--- config.mk ---
export PLATFORM = sky130hd
export DESIGN_NAME = aes_round_sched
export DESIGN_NICKNAME = d
export VERILOG_FILES = /design/src/rtl/aes_sched_pkg.sv /design/src/rtl/rr_arb2.sv /design/src/rtl/aes_round_sched.sv
export SDC_FILE = /design/constraint.sdc
export NUM_CORES = 1
export LEC_CHECK = 0
export BUFFER_PORTS_ARGS = -buffer_cell sky130_fd_sc_hd__buf_2
export CORE_AREA = 2 2 304 306
export CTS_BUF_LIST = sky130_fd_sc_hd__clkbuf_4 sky130_fd_sc_hd__clkbuf_8 sky130_fd_sc_hd__clkbuf_16
export DETAILED_ROUTE_END_ITERATION = 6
export DIE_AREA = 0 0 306 308
export RECOVER_POWER = 25
export SLEW_MARGIN = 20
export SYNTH_ARGS = -nofsm -noshare
export SYNTH_HDL_FRONTEND = slang
export SYNTH_SLANG_ARGS = --single-unit
--- constraint.sdc ---
create_clock -name clk -period 7.7 [get_ports clk]
set_input_delay 1.54 -clock clk [delete_from_list [all_inputs] [get_ports clk]]
set_output_delay 1.54 -clock clk [all_outputs]
set_load 0.05 [all_outputs]
--- src/rtl/aes_sched_pkg.sv ---
// Shared types and constants for the iterative AES round scheduler.
//   sched_state_e : scheduler FSM states
//   MODE_*        : dp_mode encodings presented to the external round unit
//   nr_from_nk    : round count for a given key length in 32-bit words
package aes_sched_pkg;

  typedef enum logic [1:0] {
    IDLE = 2'd0,
    RUN  = 2'd1,
    DONE = 2'd2
  } sched_state_e;

  localparam logic [1:0] MODE_ARK   = 2'd0;
  localparam logic [1:0] MODE_FULL  = 2'd1;
  localparam logic [1:0] MODE_FINAL = 2'd2;

  function automatic int unsigned nr_from_nk(input int unsigned nk);
    return nk + 32'd6;
  endfunction

endpackage

--- src/rtl/rr_arb2.sv ---
// Two-input round-robin arbiter.
//   clk, reset : clock, asynchronous active-high reset
//   req        : per-requester request
//   enable     : grants are only issued while high
//   accept     : strobe that commits the current winner as last_grant
//   grant      : one-hot grant (zero when disabled or no request)
//   grant_id   : index of the current winner
module rr_arb2 (
  input  logic       clk,
  input  logic       reset,
  input  logic [1:0] req,
  input  logic       enable,
  input  logic       accept,
  output logic [1:0] grant,
  output logic       grant_id
);

  // Starts at 1 so requester 0 wins the first tie.
  logic last_grant_q;

  always_comb begin
    grant_id = 1'b0;
    case (req)
      2'b10:   grant_id = 1'b1;
      2'b11:   grant_id = ~last_grant_q;
      default: grant_id = 1'b0;
    endcase
    grant = 2'b00;
    if (enable && (req != 2'b00)) begin
      grant = grant_id ? 2'b10 : 2'b01;
    end
  end

  always_ff @(posedge clk or posedge reset) begin
    if (reset) begin
      last_grant_q <= 1'b1;
    end else if (accept) begin
      last_grant_q <= grant_id;
    end
  end

endmodule

--- src/rtl/aes_round_sched.sv ---
// Iterative round scheduler for a shared AES-128/192/256 round datapath.
// Picks one of two requesters round-robin, walks the external round unit through
// AddRoundKey, NR-1 full rounds and the final round, then hands the ciphertext
// out with the requester ID over valid/ready.
//   clk, reset          : clock, asynchronous active-high reset
//   flush               : synchronous abort of the block in flight
//   key_valid           : key schedule ready; gates new grants only
//   req_valid/ready/data: two block requesters, {req1, req0} packing
//   rk_idx, rk          : round-key index to the key store and its return
//   dp_in, dp_mode      : state and operation presented to the round unit
//   dp_out              : round-unit result, captured every RUN cycle
//   out_valid/ready/id/data : ciphertext output handshake
module aes_round_sched
  import aes_sched_pkg::*;
#(
  parameter int unsigned NK = 4,
  parameter int unsigned NR = nr_from_nk(NK)
) (
  input  logic         clk,
  input  logic         reset,
  input  logic         flush,
  input  logic         key_valid,
  input  logic [1:0]   req_valid,
  output logic [1:0]   req_ready,
  input  logic [255:0] req_data,
  output logic [3:0]   rk_idx,
  input  logic [127:0] rk,
  output logic [127:0] dp_in,
  output logic [1:0]   dp_mode,
  input  logic [127:0] dp_out,
  output logic         out_valid,
  input  logic         out_ready,
  output logic         out_id,
  output logic [127:0] out_data
);

  localparam logic [3:0] LastRnd = 4'(NR);

  sched_state_e fsm_q;
  logic [127:0] state_q;
  logic         id_q;
  logic [3:0]   rnd_q;

  logic [1:0]   grant;
  logic         grant_id;
  logic         arb_enable;
  logic         accept;

  // The round unit reads rk straight from the key store; this port is only a tap.
  logic unused_rk;
  assign unused_rk = ^rk;

  // Flush outranks an accept, so it also suppresses the grant itself.
  assign arb_enable = (fsm_q == IDLE) && key_valid && !flush;
  assign accept     = |grant;

  rr_arb2 u_arb (
    .clk      (clk),
    .reset    (reset),
    .req      (req_valid),
    .enable   (arb_enable),
    .accept   (accept),
    .grant    (grant),
    .grant_id (grant_id)
  );

  assign req_ready = grant;
  assign rk_idx    = rnd_q;
  assign dp_in     = state_q;
  assign out_valid = (fsm_q == DONE);
  assign out_id    = id_q;
  assign out_data  = state_q;

  always_comb begin
    dp_mode = MODE_FULL;
    if (rnd_q == 4'd0) begin
      dp_mode = MODE_ARK;
    end else if (rnd_q == LastRnd) begin
      dp_mode = MODE_FINAL;
    end
  end

  always_ff @(posedge clk or posedge reset) begin
    if (reset) begin
      fsm_q   <= IDLE;
      state_q <= '0;
      id_q    <= 1'b0;
      rnd_q   <= 4'd0;
    end else if (flush) begin
      fsm_q <= IDLE;
      rnd_q <= 4'd0;
    end else begin
      unique case (fsm_q)
        IDLE: begin
          if (accept) begin
            state_q <= grant_id ? req_data[255:128] : req_data[127:0];
            id_q    <= grant_id;
            rnd_q   <= 4'd0;
            fsm_q   <= RUN;
          end
        end
        RUN: begin
          state_q <= dp_out;
          // Wrap to 0 on the final round so rk_idx never runs past NR.
          if (rnd_q == LastRnd) begin
            rnd_q <= 4'd0;
            fsm_q <= DONE;
          end else begin
            rnd_q <= rnd_q + 4'd1;
          end
        end
        DONE: begin
          if (out_ready) begin
            fsm_q <= IDLE;
          end
        end
        default: fsm_q <= IDLE;
      endcase
    end
  end

endmodule

; ---- Yosys cells after proc, flatten, opt, wreduce, memory -nomap -nowiden
; Cells that the tools add are included.
[word_totals]
regBits = 136
wordCells = 48
[classes]
add_sub_neg = 1
eq_ne = 9
mux = 17
bitwise_logic = 2
reduce_logical = 14
[ops]
columns = operator, n
row1 = $mux W128, 2
row2 = $pmux W128 S2, 1
row3 = $mux W2, 8
row4 = $mux W4, 3
row5 = $reduce_and A3 Y1, 3
row6 = $pmux W4 S2, 1
row7 = $eq A2 B2 Y1 const B, 3
row8 = $ne A3 B3 Y1 const B, 2
row9 = $pmux W2 S3, 1
row10 = $add A4 B1 Y4 const B, 1
row11 = $eq A4 B4 Y1 const B, 1
row12 = $logic_not A4 Y1, 1
row13 = $reduce_bool A2 Y1, 2
row14 = $logic_and A1 B1 Y1, 3
row15 = $ne A3 B2 Y1 const B, 1
row16 = $reduce_bool A3 Y1, 1
row17 = $eq A2 B1 Y1 const B, 1
row18 = $logic_not A2 Y1, 1
row19 = $ne A2 B2 Y1 const B, 1
row20 = $not A1 Y1, 2
row21 = $pmux W1 S2, 1
row22 = $reduce_and A2 Y1, 1
row23 = $reduce_or A2 Y1, 1
row24 = $logic_not A1 Y1, 1

; ---- Longest topological paths before layout
; Gate-level depths: netlist of the first run.
[depth]
word_depth = 9
ltp_mapped = 6
mapped_depth_nobuf = 5

; ---- By module
; Synthesis of the first run repeated with hierarchy kept, for this count alone.
[hier_totals]
hier_cells = 732
area_unflattened_um2 = 9664.3
[modules_own_cells]
columns = mod, instances, cells_each, area_each_um2
row1 = aes_round_sched, 1, 724, 9587.9
row2 = rr_arb2, 1, 8, 76.3

; ---- Least setup slack after synthesis of the first run
; Ideal clock, no wire load.
[synth_path]
path_kind = input to output
from = input flush
to = output req_ready[0]
arrival_time_ps = 3112
path_slack_ps = 3048
stages = 5
cell_sequence = or4_4 > buf_6 > buf_6 > buf_6 > nor2_1
[synth_via]
elab_chain_len = 4
[synth_lines]
columns = element, line
row1 = from (decl), aes_round_sched.sv:21  ; input logic flush,
row2 = $logic_not A1 Y1, aes_round_sched.sv:54  ; assign arb_enable = (fsm_q == IDLE) && key_valid && !flush;
row3 = $logic_and A1 B1 Y1, aes_round_sched.sv:54
row4 = $logic_and A1 B1 Y1, rr_arb2.sv:29  ; if (enable && (req != 2'b00)) begin
row5 = $mux W2, rr_arb2.sv:29
row6 = to (decl), aes_round_sched.sv:24  ; output logic [1:0] req_ready,
; No other way between the ends.

; ---- Final worst setup path of the first run
[layout_path]
from = input req_valid[1]
to = output req_ready[1]
[layout_via]
elab_chain_len = 4
word_cells_on_any_way = 7
cone_classes = 2 x eq/ne / 3 x mux / 2 x reduce/logical
[layout_lines]
columns = element, line
row1 = from (decl), aes_round_sched.sv:23  ; input logic [1:0] req_valid,
row2 = $eq A2 B2 Y1, rr_arb2.sv:23  ; case (req)
row3 = $pmux W1 S2, rr_arb2.sv:23
row4 = $mux W2, rr_arb2.sv:30  ; grant = grant_id ? 2'b10 : 2'b01;
row5 = $mux W2 (*), rr_arb2.sv:29
; Every way passes the cells marked *; elsewhere a longest branch is shown, timed or not.

==> results of run 1 <==
==> worst min path at each step <==
stage	start	to	slack, ps
after floorplan	u_arb.last_grant_q	u_arb.last_grant_q	610
after global placement	out_id	out_id	500
after detailed placement	out_id	out_id	510
after CTS	out_id	out_id	520
after global routing	out_id	out_id	540
final	out_id	out_id	530
==> cells in the mapped netlist, drive strengths merged, types with 3 or more instances <==
library cell / count / share of area
dfrtp: 135 / 0.37
inv: 6 / 0.0024
o211ai: 129 / 0.11
mux2i: 129 / 0.14
buf: 154 / 0.13
nand2b: 4 / 0.0027
clkbuf: 91 / 0.037
mux2: 3 / 0.0045
nand4: 128 / 0.087
o31ai: 128 / 0.10
ha: 3 / 0.0041
nand2: 3 / 0.0012
nor2: 4 / 0.0016
==> final cells by class <==
cell class | count | area, sq um
timing repair buffer | 672 | 3340
fill | 10400 | 77800
multi-input combinational | 549 | 4310
clock buffer | 20 | 454
sequential | 136 | 3410
inverter | 6 | 28.8
tap | 1186 | 1480
clock inverter | 12 | 144
antenna | 7 | 17.5
==> cell families after synthesis <==
logic type	Yosys count	share of synthesized area
adders and majority gates	3	0.00408
DFF	136	0.370
AOI/OAI and AO/OA	265	0.216
buffers and inverters	251	0.165
and+or+nand+nor	148	0.0991
muxes	132	0.145
xor gates and xnor gates	1	0.000952
==> per-stage QoR <==
step / cells / area, sq um / setup WS, ps
detailed placement: 2549 / 12600 / 3140
global placement: 2549 / 12600 / 3120
floorplan: 936 / 9210 / 2520
global route: 2587 / 13200 / 2220
finish: 2588 / 13200 / 2410
CTS: 2581 / 13200 / 3140
==> report_power, final <==
part           internal [W]  switching, W  leakage, nW
clock network      0.000496      0.000399        0.285
registers          0.000908      0.000206         1.68
logic              0.000516       0.00190         3.94
total               0.00192       0.00250         5.91
==> critical path: stages <==
cell,delay (ps)
buf_2,130
o21ai_1,110
or4_1,1580
nor2_1,70
buf_2,300
==> sequential cells by signal, indices dropped and copies added (netlist names) <==
name and flops:
rk_idx 4, out_id 1, u_arb.last_grant_q 1, dp_in 128
fsm_q 2
==> metal layers <==
layer  global-route usage  up-vias  wire [microns]
li1                     -     4444               -
met2                0.163      599           23100
met1                0.112     4697           19100
met4               0.0644       16            2730
met3               0.0349      106            4140
met5                    0        -              95
==> metrics.md, run 1 <==
| Metric | Value |
|---|---|
| TritonCTS Buffers | 17 |
| Residual DRC count | 0 |
| Synth Register Bits | around 140 |
| Final cycle utilization of the critical path | 0.687 |
| F_max | 189 MHz |
| Area grow syn2layout | 43.2% |
| H-tree depth | 4 |
| Worst EP arrival | 3750 ps |
| Die X | between 300 and 400 microns |
| Largest net degree at the start of global routing | ~90 |
| Most frequent cells in the layout | 597 x buf_2, 134 x dfrtp_1, 129 x mux2i_1, 129 x o211ai_1 |
| Crit Path Max Fanout | 54 |
| Clk buf depth | 2 |
| Total wire length | between 40000 and 50000 microns |
| Post_cts resized | 0 |
| Power per cell area | ~340 nW/um^2 |
| Clk_lat worst skew | 500 ps |
| Post-synth EDFFs | 0 |
| Die H | roughly 300 microns |
| Fraction of layout cells with a size suffix above 1 | 0.472 |
| Vias post-DR | between 9000 and 10000 |
| Post-synth net total | between 1000 and 1500 |
| Path depth of the worst reg2reg path | 3 |
| Initial antenna violation count | 32 |
| CTS clk-pin slew, worst paths | around 60 ps |
| CTS Hold Bufs | 0 |
| Crit Path Class | primary input to output pin |
| Crit path to | req_ready[1] |
| Status | complete, but fails checks |
| Effective utilization at floorplan | 0.101 |
| Failing checks | max-capacitance violations, max-slew violations |
| CP endpoint kind | output pin |
| Max rail drop VDD | about 170 uV |
| First-pass GRT wire length | 67200 microns |
| Worst-Margin Slew | between 3000 and 4000 ps |
| Ys flop type | dfrtp_1 |
| Syn Std Cell Area | 9210 sq um |
| Hold WC Path Type | register to register |
| Worst r2r src | fsm_q[0] |
| Max_cap viols | 3 |
| I/O Buffers | about 660 |
| Critical register-to-register path endpoint | dp_in[85] |
| Worst path required time | around 6000 ps |
| Final net count | between 1500 and 2000 |
| Final core utilization | 0.145 |
| Pleak | roughly 6 nW |
| Total power | ~0.0044 W |
| FP Rows | about 110 |
| Fin Hold WS | around 530 ps |
| First-pass DRT Iterations | 7 |
| Startpoint Class | primary input |
| Global Route Usage Sum | 0.100 |
| Clock skew | between 10 and 15 ps |
| Hold Fails Final Rpt | 0 |
| Commonest non-fill, non-tap cell in the layout | buf_2 |
| Routed WL per cell | roughly 19 microns |
| CTS tree | yes |
| Setup TNS | 0 ps |
| Hpwl dp | 37100 microns |
| RSZ-0062 raised after global routing | false |
| Vias in the first global route | around 9500 |
| Antenna-violating nets left | 0 |
| Unique cell type count in the Yosys netlist | 34 |
| First DRT Iteration DRCs | between 600 and 700 |
| Post-DR vias/cell | 3.81 |
| # IOs | around 790 |
| GPL Wtd Cong | 0.840 |
| Ys async rst share | 1.00 |
| Yosys warnings | 0 |
| Final Max Slew Viols | between 150 and 200 |
| Die area | roughly 94000 sq um |
| R2R setup slack | between 3000 and 4000 ps |
| Sinks on Clock Net | between 100 and 150 |
| CORE AREA | ~91000 sq um |
| Setup crit start | req_valid[1] |
| Minimum clock period | 5290 ps |
| Root Driver | clkbuf_16 |
| GRT Residual Overflow | 0 |
| Rel. slew slack | -1.50 |
| Post-synthesis cell count | roughly 940 |
| Synth Area per Inst | slightly below 10 sq um |
| Postcts setup bufs | 0 |
| Sequential area share after synthesis | 0.370 |
| Final setup viols | 0 |
| Hold Path Stages | 1 |
No activity file was read; power rests on OpenSTA's default activity.
==> inputs of run 2 (changes only) <==
--- a/config.mk
+++ b/config.mk
@@ -5,11 +5,12 @@
 export SDC_FILE = /design/constraint.sdc
 export NUM_CORES = 1
 export LEC_CHECK = 0
+export ABC_AREA = 1
 export BUFFER_PORTS_ARGS = -buffer_cell sky130_fd_sc_hd__buf_2
-export CORE_AREA = 2 2 304 306
+export CORE_AREA = 2 2 305 307
 export CTS_BUF_LIST = sky130_fd_sc_hd__clkbuf_4 sky130_fd_sc_hd__clkbuf_8 sky130_fd_sc_hd__clkbuf_16
 export DETAILED_ROUTE_END_ITERATION = 6
-export DIE_AREA = 0 0 306 308
+export DIE_AREA = 0 0 307 309
 export RECOVER_POWER = 25
 export SLEW_MARGIN = 20
 export SYNTH_ARGS = -nofsm -noshare
==> constraint.sdc (replaced) <==
create_clock -name clk -period 5.15 [get_ports clk]
set_input_delay 1.03 -clock clk [delete_from_list [all_inputs] [get_ports clk]]
set_output_delay 1.03 -clock clk [all_outputs]
set_load 0.05 [all_outputs]
==> run 2 against run 1 <==
Effect of this change:
- the run still ends with max-capacitance violations, max-slew violations left
- setup slack lost 760 ps
- utilization grew 0.34 points
- first-iteration DRC count shrank 6.0%
- flip-flop and latch count is the same
==> metrics.md, run 2 <==
| Metric | Value |
|---|---|
| Setup WS post-layout | 1650 ps (was 2410 ps) |
| CORE AREA | 91400 sq um (was 91000 sq um) |
| Synth Area per Inst | 7.06 sq um (was 9.84 sq um) |
| Global Route Usage Sum | 0.102 (was 0.100) |
| Die area | 94900 sq um (was 94200 sq um) |
| Area grow syn2layout | 45.6% (was 43.2%) |
| Die X | 307 microns (was 306 microns) |
| Most frequent cells in the layout | 654 x buf_2, 403 x nand2_1, 389 x nand3_1 (was 597 x buf_2, 134 x dfrtp_1, 129 x mux2i_1, 129 x o211ai_1) |
| Sinks on Clock Net | 136 (unchanged) |
| Critical register-to-register path endpoint | dp_in[74] (was dp_in[85]) |
| Minimum clock period | approximately 3500 ps |
| Path depth of the worst reg2reg path | 6 (was 3) |
| Worst r2r src | fsm_q[1] (was fsm_q[0]) |
| First-pass GRT wire length | 68100 microns (was 67200 microns) |
| Residual DRC count | 0 (unchanged) |
| R2R setup slack | 2560 ps (was 3760 ps) |
| First-pass DRT Iterations | 5 (was 7) |
| Pleak | 7.18 nW (was 5.91 nW) |
| Largest cells by area after synthesis | dfrtp_1 36%, nand3_1 21%, nand2_1 16% (was dfrtp_1 37%, mux2i_1 14%, buf_4 11%) |
| Post_cts resized | 0 (unchanged) |
| Rel. slew slack | -1.02 (was -1.50) |
| Yosys warnings | 0 (unchanged) |
| CTS Hold Bufs | 0 (unchanged) |
| Non-Filler Instances | 2988 (was 2588) |
| Hold Fails Final Rpt | 0 (unchanged) |
| GRT Residual Overflow | 0 (unchanged) |
| F_max | about 290 MHz |
| Area of the multi-input gates | 4440 sq um (was 4310 sq um) |
| Status | complete, but fails checks (unchanged) |
| Crit Path Class | primary input to asynchronous set/reset pin (was primary input to output pin) |
| First DRT Iteration DRCs | 631 (was 671) |
| Vias in the first global route | 9931 (was 9537) |
| CTS tree | yes (unchanged) |
| Max_cap viols | 1 (was 3) |
| Postcts setup bufs | 0 (unchanged) |
| CTS clk-pin slew, worst paths | 60 ps (about the same) |
| Commonest non-fill, non-tap cell in the layout | buf_2 (unchanged) |
| Synth top area share | 0.363 (was 0.367) |
| Post-route cell area | 13500 sq um (was 13200 sq um) |
| Syn Std Cell Area | 9310 sq um (was 9210 sq um) |
| Top post-synthesis cells by count | 405 x nand2_1, 389 x nand3_1, 135 x dfrtp_1 (was 135 x dfrtp_1, 129 x buf_4, 129 x mux2i_1, 129 x o211ai_1) |
| Ys async rst share | 1.00 (unchanged) |
| Setup crit start | reset (was req_valid[1]) |
| Most common cell in the netlist | nand2_1 (was dfrtp_1) |
| Die H | 309 microns (was 308 microns) |
| Post-synthesis cell count | 1318 (was 936) |
| Startpoint Class | primary input (unchanged) |
| Total wire length | 50100 microns (was 49100 microns) |
| Antenna-violating nets left | 0 (unchanged) |
| Max reg flops | 128 (unchanged) |
| Ys flop type | dfrtp_1 (unchanged) |
| Root Driver | clkbuf_16 (unchanged) |
| Final Max Slew Viols | 57 (was 182) |
| Total power | 0.00702 W (was 0.00442 W) |
| Placed cell area | 12800 sq um (was 12600 sq um) |
| Area leader, netlist | dfrtp_1 (unchanged) |
| Max rail drop VDD | 269 uV (was 167 uV) |
| Crit Path Max Fanout | 56 (was 54) |
| Post-synth net total | 1840 (was 1458) |
| Worst EP arrival | 3930 ps (was 3750 ps) |
| Post-DR vias/cell | 3.59 (was 3.81) |
| Unique cell type count in the Yosys netlist | 26 (was 34) |
| CP endpoint kind | asynchronous set/reset pin (was output pin) |
| Clk_lat worst skew | 500 ps (about the same) |
| Hold WC Path Type | register to register (unchanged) |
| Routed WL per cell | 16.8 microns (was 19.0 microns) |
| Failing checks | max-capacitance violations, max-slew violations (unchanged) |
| FILL cells | 10600 (was 10400) |
| Power per cell area | 518 nW/um^2 (was 335 nW/um^2) |
| Reg area | 3400 sq um (was 3410 sq um) |
| Clk buf depth | 2 (unchanged) |
| GPL Wtd Cong | 0.812 (was 0.840) |
| Final net count | 2304 (was 1904) |
| Worst-Margin Slew | 3020 ps (was 3730 ps) |
| I/O Buffers | 656 (unchanged) |
| Placed cell count | 2949 (was 2549) |
| Vias post-DR | 10700 (was 9862) |
| Crit path to | dp_in[109] (was req_ready[1]) |
| Setup TNS | 0 ps (unchanged) |
| Post-synth EDFFs | 0 (unchanged) |
| Hpwl dp | 38700 microns (was 37100 microns) |
| Effective utilization at floorplan | 0.102 (was 0.101) |
| FP Rows | 111 (unchanged) |
| # IOs | 785 (unchanged) |
| Sequential area share after synthesis | 0.366 (was 0.370) |
| RSZ-0062 raised after global routing | false (unchanged) |
| Fraction of layout cells with a size suffix above 1 | 0.407 (was 0.472) |
| Final setup viols | 0 (unchanged) |
| Dpl ws | 2040 ps (was 3140 ps) |
| Clock skew | 14.6 ps (was 14.4 ps) |
| Largest net degree at the start of global routing | 131 (was 92) |
| Worst path required time | 5580 ps (was 6160 ps) |
| H-tree depth | 4 (unchanged) |
| Final cycle utilization of the critical path | 0.679 |
| Synth Register Bits | 136 (unchanged) |
| Initial antenna violation count | 33 (was 32) |
| TritonCTS Buffers | 17 (unchanged) |
==> run 2: changes by cell type after synthesis, moves of 5 or more <==
| cell | previous run | this run |
|---|---|---|
| buf_1 | 1 | 6 |
| buf_2 | 14 | 48 |
| buf_4 | 129 | 134 |
| buf_6 | 10 | 2 |
| clkbuf_1 | 91 | 35 |
| mux2i_1 | 129 | 0 |
| nand2_1 | 3 | 405 |
| nand3_1 | 1 | 389 |
| nand4_1 | 128 | 2 |
| o211ai_1 | 129 | 0 |
| o31ai_1 | 128 | 0 |
| or2_0 | 0 | 112 |
| or2_2 | 1 | 16 |
==> run 2: where the power goes <==
part	internal, W	switching (W)	leakage [nW]
clock network	0.000986	0.000566	0.344
logic	0.000777	0.00304	5.15
registers	0.00137	0.000288	1.69
total	0.00313	0.00389	7.18
==> run 2: through the flow <==
step                hold WS (ps)  utilization
floorplan                    468            -
global placement             482        0.141
detailed placement           484        0.141
CTS                          499        0.148
global route                 512        0.148
finish                       498        0.148
==> run 2: final cells by class <==
type                    instances  area share
diodes                          7     0.00129
clock buffers                  20      0.0340
clock inverters                12      0.0181
inverters                      12     0.00397
multi-input cells             943       0.328
flip-flops and latches        136       0.251
well taps                    1186       0.110
repair buffers                672       0.254
==> run 2: cell families after synthesis <==
family,Yosys count,synth area share
compound gates,8,0.00524
simple gates,931,0.465
flops,136,0.366
buf+inv,239,0.159
fa+ha+maj,3,0.00403
xor+xnor,1,0.000941
==> run 2: how the worst min path moves through the flow <==
stage | end | startpoint | slack (ps) | depth (start not counted)
CTS | out_id | out_id | 500 | 2
global route | dp_in[86] | dp_in[86] | 510 | 2
detailed placement | out_id | out_id | 480 | 2
floorplan | u_arb.last_grant_q | u_arb.last_grant_q | 470 | 2
global placement | dp_in[14] | dp_in[14] | 480 | 2
finish | out_id | out_id | 500 | 2
==> run 2: per-layer routing <==
| metal | GRT usage | share of wire |
|---|---|---|
| met1 | 0.115 | 0.40 |
| met5 | 0 | 0.0037 |
| met3 | 0.0425 | 0.098 |
| met4 | 0.0670 | 0.059 |
| met2 | 0.157 | 0.44 |
==> run 2: critical path: stages <==
cell	delay, ps
buf_2	100
clkinvlp_2	1660
clkbuf_2	1080
==> inputs of run 3 (changes only) <==
--- a/config.mk
+++ b/config.mk
@@ -7,10 +7,10 @@
 export LEC_CHECK = 0
 export ABC_AREA = 1
 export BUFFER_PORTS_ARGS = -buffer_cell sky130_fd_sc_hd__buf_2
-export CORE_AREA = 2 2 305 307
+export CORE_AREA = 2 2 303 305
 export CTS_BUF_LIST = sky130_fd_sc_hd__clkbuf_4 sky130_fd_sc_hd__clkbuf_8 sky130_fd_sc_hd__clkbuf_16
 export DETAILED_ROUTE_END_ITERATION = 6
-export DIE_AREA = 0 0 307 309
+export DIE_AREA = 0 0 305 307
 export RECOVER_POWER = 25
 export SLEW_MARGIN = 20
 export SYNTH_ARGS = -nofsm -noshare
==> constraint.sdc (replaced) <==
create_clock -name clk -period 3.2 [get_ports clk]
set_input_delay 0.64 -clock clk [delete_from_list [all_inputs] [get_ports clk]]
set_output_delay 0.64 -clock clk [all_outputs]
set_load 0.05 [all_outputs]
==> run 3 against run 2 <==
Effect of this change:
- the run still ends with max-capacitance violations, max-slew violations left
- combinational power increased by 63%
- critical path type is now register to output pin
- global-route usage increased by 0.11 points
- setup slack got worse by 1100 ps
- critical endpoint is now dp_mode[0]
- total power increased by 58%
==> metrics.md, run 3 (synthesis results as in run 2) <==
| Metric | Value |
|---|---|
| CTS tree | yes (unchanged) |
| Routed WL per cell | 16.3 microns (was 16.8 microns) |
| Initial antenna violation count | 21 (was 33) |
| Reg power frac | 0.242 (was 0.236) |
| Post-route cell area | 13700 sq um (was 13500 sq um) |
| Antenna-violating nets left | 0 (unchanged) |
| H-tree depth | 4 (unchanged) |
| R2R setup slack | 1150 ps (was 2560 ps) |
| First-pass GRT wire length | 69200 microns (was 68100 microns) |
| Met2 routed WL | 22300 microns (was 22000 microns) |
| Worst EP arrival | 1960 ps (was 3930 ps) |
| Effective utilization at floorplan | 0.103 (was 0.102) |
| Hold WC Path Type | primary input to asynchronous set/reset pin (was register to register) |
| Pleak | 7.25 nW (was 7.18 nW) |
| Post-DR vias/cell | 3.59 (about the same) |
| Max_cap viols | 1 (unchanged) |
| Final cycle utilization of the critical path | 0.812 |
| Post_cts resized | 0 (unchanged) |
| Residual DRC count | 0 (unchanged) |
| Max reg flops | 128 (unchanged) |
| Status | complete, but fails checks (unchanged) |
| First DRT Iteration DRCs | 624 (was 631) |
| First-pass DRT Iterations | 7 (was 5) |
| Power per cell area | 815 nW/um^2 (was 518 nW/um^2) |
| Die H | 307 microns (was 309 microns) |
| Rel. slew slack | -0.130 (was -1.02) |
| Root Driver | clkbuf_16 (unchanged) |
| Clock skew | 7.94 ps (was 14.6 ps) |
| Total wire length | 49000 microns (was 50100 microns) |
| Final setup viols | 0 (unchanged) |
| Hold Fails Final Rpt | 0 (unchanged) |
| Postcts setup bufs | 0 (unchanged) |
| Worst r2r src | fsm_q[0] (was fsm_q[1]) |
| Worst-Margin Slew | 1700 ps (was 3020 ps) |
| Failing checks | max-capacitance violations, max-slew violations (unchanged) |
| Crit Path Max Fanout | 7 (was 56) |
| Setup TNS | 0 ps (unchanged) |
| Switching share of power | 0.562 (was 0.554) |
| Largest net degree at the start of global routing | 161 (was 131) |
| Path depth of the worst reg2reg path | 6 (unchanged) |
| Clk buf depth | 2 (unchanged) |
| Die area | 93600 sq um (was 94900 sq um) |
| GPL Wtd Cong | 0.807 (was 0.812) |
| CP endpoint kind | output pin (was asynchronous set/reset pin) |
| Hpwl dp | 39100 microns (was 38700 microns) |
| Combinational power share | 0.557 (was 0.543) |
| Final Max Slew Viols | 62 (was 57) |
| Clk_lat worst skew | 490 ps (was 500 ps) |
| FP Rows | 111 (unchanged) |
| Max rail drop VDD | 443 uV (was 269 uV) |
| Startpoint Class | register (was primary input) |
| Most frequent cells in the layout | 654 x buf_2, 402 x nand2_1, 389 x nand3_1 (was 654 x buf_2, 403 x nand2_1, 389 x nand3_1) |
| Placed cell area | 13100 sq um (was 12800 sq um) |
| Routed wire length on met3 | 4160 microns (was 4900 microns) |
| Placed cell count | 2962 (was 2949) |
| Worst path required time | 2560 ps (was 5580 ps) |
| Global Route Usage Sum | 0.103 (was 0.102) |
| Non-Filler Instances | 2995 (was 2988) |
| Sw Pwr | 0.00626 W (was 0.00389 W) |
| F_max | just under 400 MHz |
| Minimum clock period | around 2600 ps |
| Int Power | 0.00487 W (was 0.00313 W) |
| Top layer in use | met5 (unchanged) |
| CTS Hold Bufs | 0 (unchanged) |
| Die X | 305 microns (was 307 microns) |
| Met1 wire length | 20100 microns (about the same) |
| # IOs | 785 (unchanged) |
| Fraction of layout cells with a size suffix above 1 | 0.411 (was 0.407) |
| RSZ-0062 raised after global routing | false (unchanged) |
| TritonCTS Buffers | 17 (unchanged) |
| Commonest non-fill, non-tap cell in the layout | buf_2 (unchanged) |
| CORE AREA | 90700 sq um (was 91400 sq um) |
| Critical register-to-register path endpoint | dp_in[125] (was dp_in[74]) |
| CTS clk-pin slew, worst paths | 70 ps (was 60 ps) |
| Vias in the first global route | 10300 (was 9931) |
| Final net count | 2317 (was 2304) |
| GRT Residual Overflow | 0 (unchanged) |
| Vias post-DR | 10700 (about the same) |
| Clock power frac | 0.201 (was 0.221) |
| Crit Path Class | register to output pin (was primary input to asynchronous set/reset pin) |
| Sinks on Clock Net | 136 (unchanged) |
| Area grow syn2layout | 46.8% (was 45.6%) |
| I/O Buffers | 656 (unchanged) |
==> run 3: worst max path at each step <==
stage / startpoint / end / cells after the start
floorplan: rk_idx[0] / dp_mode[0] / 5
global placement: req_valid[1] / dp_in[10] / 8
detailed placement: req_valid[1] / dp_in[10] / 8
CTS: rk_idx[0] / dp_mode[0] / 6
global route: reset / dp_in[65] / 3
finish: rk_idx[0] / dp_mode[0] / 6
==> run 3: power by group through the flow <==
| stage | Sequential, W | Combinational, W | Clock, W |
|---|---|---|---|
| 6_report | 0.00269 | 0.00620 | 0.00224 |
| 2_1_floorplan | 0.00426 | 0.00348 | 0 |
| 5_1_grt | 0.00275 | 0.00652 | 0.00242 |
| 4_1_cts | 0.00269 | 0.00624 | 0.00235 |
| 3_3_place_gp | 0.00270 | 0.00623 | 0 |
| 3_5_place_dp | 0.00271 | 0.00624 | 0 |
==> run 3: critical path: stages (launching register included) <==
cell	delay, ps
dfrtp_1	450
inv_1	90
ha_1	200
nand3_1	140
inv_1	120
a31oi_1	160
buf_2	300
==> run 3: layout make-up <==
cell class,instances,area [sq um]
antenna,1,2.50
clock buffer,22,482
clock inverter,10,150
fill,10500,77000
inverter,12,53.8
multi-input combinational,943,4450
sequential,136,3400
tap,1186,1480
timing repair buffer,685,3630
==> run 3: per-stage QoR <==
| stage | total power, W | hold slack, ps | util | setup slack, ps |
|---|---|---|---|---|
| global route | 0.0117 | 246 | 0.151 | 408 |
| detailed placement | 0.00895 | 482 | 0.144 | 695 |
| floorplan | 0.00774 | 468 | - | 269 |
| CTS | 0.0113 | 111 | 0.151 | 530 |
| finish | 0.0111 | 217 | 0.151 | 602 |
| global placement | 0.00892 | 467 | 0.144 | 715 |
==> run 3: per-layer routing <==
metal	track usage	vias to the layer above
li1	-	5112
met1	0.119	4965
met3	0.0361	84
met5	0	-
met4	0.0588	10
met2	0.164	572
